**src/rtl/updown_step_sequencer.sv**
```systemverilog
// Command-driven wrap-around up/down counter: loads a value or steps a bounded
// number of counts per command, reporting completion, wraps and aborts.
module updown_step_sequencer #(
    parameter int WIDTH   = 4,
    parameter int STEPS_W = 8
) (
    input  logic               Clk,
    input  logic               reset,
    input  logic               cmd_valid,
    output logic               cmd_ready,
    input  logic               cmd_load,
    input  logic               cmd_dir,
    input  logic [STEPS_W-1:0] cmd_steps,
    input  logic [WIDTH-1:0]   cmd_value,
    input  logic               abort,
    output logic [WIDTH-1:0]   Count,
    output logic [STEPS_W-1:0] remaining,
    output logic               busy,
    output logic               done,
    output logic               aborted,
    output logic               wrap
);

    typedef enum logic [1:0] {
        ST_IDLE = 2'b00,
        ST_RUN  = 2'b01,
        ST_DONE = 2'b10
    } state_t;

    localparam logic [WIDTH-1:0]   CNT_ONE   = WIDTH'(1);
    localparam logic [WIDTH-1:0]   CNT_ZERO  = {WIDTH{1'b0}};
    localparam logic [WIDTH-1:0]   CNT_MAX   = {WIDTH{1'b1}};
    localparam logic [STEPS_W-1:0] STEP_ONE  = STEPS_W'(1);
    localparam logic [STEPS_W-1:0] STEP_ZERO = {STEPS_W{1'b0}};

    state_t             state_q, state_d;
    logic [WIDTH-1:0]   count_q, count_d;
    logic [STEPS_W-1:0] rem_q, rem_d;
    logic               dir_q, dir_d;
    logic               aborted_q, aborted_d;
    logic               wrap_q, wrap_d;

    // State and datapath registers.
    always_ff @(posedge Clk or negedge reset) begin
        if (!reset) begin
            state_q   <= ST_IDLE;
            count_q   <= CNT_ZERO;
            rem_q     <= STEP_ZERO;
            dir_q     <= 1'b0;
            aborted_q <= 1'b0;
            wrap_q    <= 1'b0;
        end else begin
            state_q   <= state_d;
            count_q   <= count_d;
            rem_q     <= rem_d;
            dir_q     <= dir_d;
            aborted_q <= aborted_d;
            wrap_q    <= wrap_d;
        end
    end

    // Next-state and datapath update; wrap is a single-cycle pulse by default.
    always_comb begin
        state_d   = state_q;
        count_d   = count_q;
        rem_d     = rem_q;
        dir_d     = dir_q;
        aborted_d = aborted_q;
        wrap_d    = 1'b0;
        case (state_q)
            ST_IDLE: begin
                if (cmd_valid) begin
                    aborted_d = 1'b0;
                    if (cmd_load) begin
                        count_d = cmd_value;
                        state_d = ST_DONE;
                    end else if (cmd_steps == STEP_ZERO) begin
                        state_d = ST_DONE;
                    end else begin
                        rem_d   = cmd_steps;
                        dir_d   = cmd_dir;
                        state_d = ST_RUN;
                    end
                end else begin
                    state_d = ST_IDLE;
                end
            end
            ST_RUN: begin
                // Abort wins even over the final step.
                if (abort) begin
                    aborted_d = 1'b1;
                    state_d   = ST_DONE;
                end else begin
                    if (dir_q) begin
                        count_d = count_q + CNT_ONE;
                        wrap_d  = (count_q == CNT_MAX);
                    end else begin
                        count_d = count_q - CNT_ONE;
                        wrap_d  = (count_q == CNT_ZERO);
                    end
                    rem_d = rem_q - STEP_ONE;
                    if (rem_q == STEP_ONE) begin
                        state_d = ST_DONE;
                    end else begin
                        state_d = ST_RUN;
                    end
                end
            end
            ST_DONE: begin
                state_d = ST_IDLE;
            end
            default: begin
                state_d = ST_IDLE;
            end
        endcase
    end

    assign Count     = count_q;
    assign remaining = rem_q;
    assign aborted   = aborted_q;
    assign wrap      = wrap_q;
    assign busy      = (state_q != ST_IDLE);
    assign cmd_ready = (state_q == ST_IDLE);
    assign done      = (state_q == ST_DONE);

endmodule

```
**config.mk**
```make
export PLATFORM = sky130hd
export DESIGN_NAME = updown_step_sequencer
export DESIGN_NICKNAME = d
export VERILOG_FILES = /design/src/rtl/updown_step_sequencer.sv
export SDC_FILE = /design/constraint.sdc
export NUM_CORES = 1
export LEC_CHECK = 0
export CORE_AREA = 2 2 53 64
export CTS_BUF_LIST = sky130_fd_sc_hd__clkbuf_4
export CTS_CLUSTER_DIAMETER = 60
export CTS_CLUSTER_SIZE = 28
export DETAILED_ROUTE_END_ITERATION = 8
export DIE_AREA = 0 0 55 66
export GPL_TIMING_DRIVEN = 0
export PLACE_DENSITY = 0.72
export SLEW_MARGIN = 10
export SYNTH_ARGS = -nofsm -noshare
export SYNTH_HDL_FRONTEND = slang
export SYNTH_SLANG_ARGS = --single-unit
export TNS_END_PERCENT = 10
```
**constraint.sdc**
```tcl
create_clock -name Clk -period 4.2 [get_ports Clk]
set_clock_uncertainty 0.15 [all_clocks]
set_input_delay 0.84 -clock Clk [delete_from_list [all_inputs] [get_ports Clk]]
set_output_delay 0.84 -clock Clk [all_outputs]
set_load 0.02 [all_outputs]
```
==> results of run 1 <==
-- registers in the layout, summed over array words and instances (netlist names) --
name,cells
remaining,8
aborted,1
Count,4
state_q,2
dir_q,1
wrap,1
-- per-layer routing --
layer  global-route usage [%]  routed length, µm  vias to the layer above
met5                        0                  0                        -
met4                     6.71                 53                        0
met3                     2.26                168                        8
met2                     32.4               1520                       48
met1                     22.4               1280                      551
li1                         -                  -                      543
-- report_power, final --
part	switching [mW]	internal, mW	leakage (nW)	total [mW]
combinational	0.262	0.257	0.431	0.519
sequential	0.0975	0.227	0.208	0.325
clock	0.0548	0.0354	0.0177	0.0902
-- critical path: stages, from the launching register on --
cell and delay [ns]:
dfrtp_1 0.40, buf_2 0.17, nor2_1 0.15, clkdlybuf4s50_1 0.63
-- stage by stage --
| stage | instance area [µm²] | std cells | hold slack [ns] | utilization [%] |
|---|---|---|---|---|
| final | 1570 | 201 | 0.387 | 51.8 |
| after global placement | 1540 | 197 | 0.371 | 50.9 |
| after global routing | 1570 | 201 | 0.417 | 51.8 |
| after detailed placement | 1540 | 197 | 0.374 | 50.9 |
| after CTS | 1570 | 201 | 0.389 | 51.8 |
| after floorplan | 1150 | 127 | 0.328 | - |
-- worst paths after layout --
| path | startpoint | endpoint | slack [ns] | depth (start not counted) |
|---|---|---|---|---|
| min in group asynchronous | reset | Count[1] | 0.84 | 1 |
| hold reg to reg | state_q[1] | state_q[0] | 0.39 | 1 |
| max in group asynchronous | reset | Count[3] | 2.58 | 1 |
| setup / recovery | state_q[0] | cmd_ready | 1.56 | 3 |
| setup reg to reg | state_q[1] | remaining[0] | 2.25 | 4 |
| hold / removal | state_q[1] | state_q[0] | 0.39 | 1 |
-- cell usage after synthesis (all sizes together) (4+ instances only) --
master,number
dfrtp,17
nor2,15
a21oi,14
inv,7
nand2,7
o21ai,7
mux2i,6
ha,4
o22ai,4
o2bb2ai,4
-- cell type report --
type | instances | area share [%]
Buffer | 4 | 1.12
Clock buffer | 3 | 1.44
Clock inverter | 1 | 0.319
Inverter | 7 | 1.68
Multi-Input combinational cell | 99 | 43.7
Sequential cell | 17 | 27.1
Tap cell | 36 | 2.87
Timing Repair Buffer | 34 | 21.7
-- cells by family after synthesis --
group,count (synthesis)
compound gates,41
xor+xnor,2
fa+ha+maj,5
buf+inv,11
flops,17
mux,6
simple gates,45
==> impl_results.md, run 1 <==
- Run status: finished clean
- Post-synthesis adder-cell area fraction: 6.07%
- Max Freq: 379 MHz
- Clock latency on the worst-skew pair: 0.29 ns
- CP required: 3.21 ns
- Post-route setup slack: 1.56 ns
- Floorplan core area: 3030 µm²
- Post-synthesis compound-gate area fraction: 23.7%
- Peak supply drop: 0.243 mV
- Register area share after synthesis: 36.8%
- GP Congestion: 0.827
- Synthesized instance count: 127
- TritonCTS Sinks: 17
- Largest family of logic cells by synthesized area: compound AO/OA/AOI/OAI gates
- Vias per inst: 5.72
- Asr flop ratio synth: 100%
- Ys flop type: dfrtp_1
- Layout cells sized above 1: 9.09%
- Setup crit start kind: flop
- Vias in the first global route: 1145
- Final hold vios: 0
- Worst Hold Class: reg -> reg
- Worst-Margin Slew: 0.803 ns
- Fillers: 306
- Setup TNS: 0 ns
- H-tree Lvls: 1
- Clk buf depth: 2
- Area of the multi-input gates: 686 µm²
- Most frequent cells in the layout: clkdlybuf4s50_1, dfrtp_1, nor2_1, a21oi_1
- Synthesized Nets: 150
- Port bufs: 34
- Hold_buf cts: 0
- CP max FO: 10
- Clk root buf: clkbuf_4
- Diodes inserted: 0
- Die width: 55 µm
- Setup-failing EPs final: 0
- Ys Warns: 0
- Mux share of post-synthesis cell area: 5.20%
- Total vias in the final route: 1150
- Post-Synth XOR/XNOR Area: 1.52%
- Syn Area/Cell: 9.09 µm²
- P_leak: 0.657 nW
- DR DRC count: 0
- Initial antenna violation count: 0
- Number of synthesized flops with an enable pin: 0
- Detail Route Antenna Nets: 0
- CTS resizes: 0
- Max-slew violation count: 0
- Fin nets: 189
- FP Rows: 22
- Num CTS Buffers: 3
- Most common cell after layout, fill and taps aside: clkdlybuf4s50_1
- Worst-path clk slew: 0.11 ns
- Final total power: 0.934 mW
- Crit end category: output pin
- Die area: 3630 µm²
- CP Class: reg -> out
- Ranking of synthesized cells by area: dfrtp_1, a21oi_1, mux2i_1
- I/O pin total: 35
- Post CTS Setup Buffer Count: 0
- Drt first-iter violations: 38
- Area leader, netlist: dfrtp_1
- Dpl ws: 1.32 ns
- Unrepaired setup endpoints after global routing: false
- Tcrit/Tclk final: 62.7%
- Routed WL: 3020 µm
- All-layer global routing usage: 18.5%
- Netlist cell types: 41
- Chip Height: 66 µm
- Remaining Overflow, GRT: 0
- Largest net degree at the start of global routing: 18
- Area growth, synth to finish: 35.8%
- Number of max-cap violations: 0
- DP HPWL: 2330 µm
- Simple-Gate Fraction of Synth Area: 22.9%
- First-pass GRT wire length: 4980 µm
- Minimum clock period: 2.64 ns
- Routed len/inst: 15.0 µm
- PwrDens: 596 nW/µm²
- Mapped Area: 1150 µm²
- Synth top area share: 36.8%
- Router iterations before antenna repair: 5
- Storage element area: 425 µm²
- CTS tree: built
- Synthesis-stage register bit count: 17
- CP arrival: 1.65 ns
- Initial Util: 38.1%
- Slew margin rel.: 46.0%
Power figures use the tool's default switching activity.
==> inputs of run 2 (changes only) <==
--- a/config.mk
+++ b/config.mk
@@ -12,7 +12,7 @@
 export DETAILED_ROUTE_END_ITERATION = 8
 export DIE_AREA = 0 0 55 66
 export GPL_TIMING_DRIVEN = 0
-export PLACE_DENSITY = 0.72
+export PLACE_DENSITY = 0.74
 export SLEW_MARGIN = 10
 export SYNTH_ARGS = -nofsm -noshare
 export SYNTH_HDL_FRONTEND = slang
==> constraint.sdc (replaced) <==
create_clock -name Clk -period 2.4 [get_ports Clk]
set_clock_uncertainty 0.15 [all_clocks]
set_input_delay 0.48 -clock Clk [delete_from_list [all_inputs] [get_ports Clk]]
set_output_delay 0.48 -clock Clk [all_outputs]
set_load 0.02 [all_outputs]
==> run 2 against run 1 <==
  * Hold slack got worse by 0.0022 ns
  * Sequential cell count did not move
  * Via count is 3.0% lower
  * Design area rose by 0.16%
  * Clock-buffer cell count increased by 1
  * Cell count unchanged
  * First-iteration DRC count is 50% lower
  * Sequential power grew 74%
  * Highest routed layer unchanged
  * Sequential share of layout area barely moved
==> impl_results.md, run 2 (synthesized netlist as in run 1, its figures left out) <==
- Run status: finished clean
- Max-slew violation count: 0 (unchanged)
- Hold_buf cts: 0 (unchanged)
- Num CTS Buffers: 3 (unchanged)
- Final total power: 1.65 mW (+77%)
- Hold wc startpoint: state_q[1]
- Part of the power in the clock network: 10.3% (+0.6 points)
- Fin nets: 189 (unchanged)
- DP HPWL: 2260 µm (-2.7%)
- Slowest cell delay on critical path: 0.62 ns (about the same)
- Die width: 55 µm (unchanged)
- Worst-path cell with the longest stage delay: clkdlybuf4s50_1
- FP Rows: 22 (unchanged)
- I/O pin total: 35 (unchanged)
- Routed len/inst: 14.7 µm (-2.3%)
- Initial Util: 38.1% (unchanged)
- Post CTS Setup Buffer Count: 0 (unchanged)
- Chip Height: 66 µm (unchanged)
- Int Pwr: 0.926 mW (+78%)
- DR DRC count: 0 (unchanged)
- CTS resizes: 0 (unchanged)
- Max reg flops: 8 (unchanged)
- CP required: 1.77 ns (-1.44 ns)
- Worst reg2reg startpoint: state_q[1]
- TritonCTS Sinks: 17 (unchanged)
- R2R Setup Slk: 0.46 ns (-1.79 ns)
- Slew margin rel.: 44.8% (-1.2 points)
- Crit end category: output pin
- P_leak: 0.657 nW (+0.11%)
- CP max FO: 10 (unchanged)
- Layout cells sized above 1: 9.09% (unchanged)
- Vias per inst: 5.55 (-3.0%)
- Routed WL: 2950 µm (-2.3%)
- Cell total after placement: 197 (unchanged)
- RR Endpoint: remaining[0]
- Vias in the first global route: 1114 (-2.7%)
- Peak supply drop: 0.623 mV (+160%)
- Diodes inserted: 0 (unchanged)
- Die area: 3630 µm² (unchanged)
- Psw: 0.729 mW (+76%)
- Setup crit start kind: flop
- Post-route insts no fill: 201 (unchanged)
- Clock latency on the worst-skew pair: 0.30 ns (about the same)
- Worst Hold Class: reg -> reg
- Clk root buf: clkbuf_4
- Combinational Power Share: 55.4% (-0.2 points)
- Floorplan core area: 3030 µm² (unchanged)
- Unrepaired setup endpoints after global routing: false
- GP Congestion: 0.868 (+5.0%)
- Final core utilization: 51.9% (+0.083 points)
- Tcrit/Tclk final: 94.2%
- CP arrival: 1.63 ns (-0.02 ns)
- Router iterations before antenna repair: 4 (-1)
- CP Cell Sequence: buf_2 > nor2_1 > clkdlybuf4s50_1
- Detail Route Antenna Nets: 0 (unchanged)
- Area growth, synth to finish: 36.0%
- Sequential share of power: 34.3% (-0.5 points)
- Minimum clock period: 2.26 ns
- All-layer global routing usage: 18.1% (-0.44 points)
- Worst-Margin Slew: 0.820 ns (+0.0172 ns)
- Hold path depth: 1 (unchanged)
- Worst-path clk slew: 0.11 ns (about the same)
- Clk buf depth: 2 (unchanged)
- Most frequent cells in the layout: clkdlybuf4s50_1, dfrtp_1, nor2_1, a21oi_1
- Max Freq: 442 MHz
- Number of max-cap violations: 0 (unchanged)
- Final hold vios: 0 (unchanged)
- PwrDens: 1050 nW/µm² (+77%)
- Hold Path End: state_q[0]
- CP Class: reg -> out
- R2R depth: 4 (unchanged)
- Remaining Overflow, GRT: 0 (unchanged)
- Total vias in the final route: 1116 (-3.0%)
- First-pass GRT wire length: 4810 µm (-3.5%)
- Port bufs: 34 (unchanged)
- Setup-failing EPs final: 0 (unchanged)
- Most common cell after layout, fill and taps aside: clkdlybuf4s50_1
- CTS tree: built
- Largest net degree at the start of global routing: 18 (unchanged)
- H-tree Lvls: 1 (unchanged)
- Initial antenna violation count: 0 (unchanged)
- Sw Share: 44.0% (-0.31 points)
- Drt first-iter violations: 19 (-50%)
[run 2: changes by cell type in the layout (fill, tap and decap cells not counted)]
cell,delta
clkbuf_4,+1
clkinv_2,-1
[run 2: layout make-up]
cell class | count | area [µm²]
inverter | 7 | 26.3
timing repair buffer | 34 | 340
fill | 288 | 1460
buffer | 4 | 17.5
multi-input combinational | 99 | 686
sequential | 17 | 425
clock buffer | 4 | 30.0
tap | 36 | 45.0
[run 2: per-layer routing]
| metal | part of all wire [%] | track usage, % | up-vias | routed length, µm |
|---|---|---|---|---|
| li1 | - | - | 545 | - |
| met3 | 4.5 | 1.58 | 2 | 133 |
| met5 | 0 | 0 | - | 0 |
| met2 | 50 | 30.1 | 38 | 1490 |
| met4 | 0.68 | 8.54 | 0 | 20 |
| met1 | 44 | 22.9 | 531 | 1310 |
[run 2: worst max path at each step]
stage                     slack (ns)       start           end  cells past startpoint
final                           0.14  state_q[0]     cmd_ready                      3
after CTS                       0.13  state_q[0]     cmd_ready                      3
after global placement         -0.10    cmd_load  remaining[0]                      5
after global routing            0.04  state_q[0]     cmd_ready                      3
after detailed placement       -0.12    cmd_load  remaining[0]                      5
after floorplan                 0.49    cmd_load  remaining[0]                      4
[run 2: power groups by stage]
| stage | combinational [mW] | clock [mW] | sequential [mW] |
|---|---|---|---|
| after detailed placement | 0.918 | 0 | 0.570 |
| after global routing | 1.00 | 0.194 | 0.583 |
| final | 0.916 | 0.171 | 0.567 |
| after CTS | 0.923 | 0.174 | 0.562 |
| after global placement | 0.889 | 0 | 0.557 |
| after floorplan | 0.431 | 0 | 0.659 |
[run 2: per-stage QoR]
stage	cell area, µm²	hold slack (ns)	worst slack, ns	setup TNS, ns
floorplan	1150	0.0344	0.490	0
global placement	1540	0.364	-0.101	-0.101
detailed placement	1540	0.380	-0.121	-0.121
CTS	1570	0.389	0.129	0
global route	1570	0.415	0.0376	0
finish	1570	0.385	0.138	0
[run 2: critical path: cells and delay by family (launching register included)]
kind,cells,cell delay [ns]
buffers and inverters,2,0.79
flip-flops,1,0.40
AND/OR/NAND/NOR,1,0.14
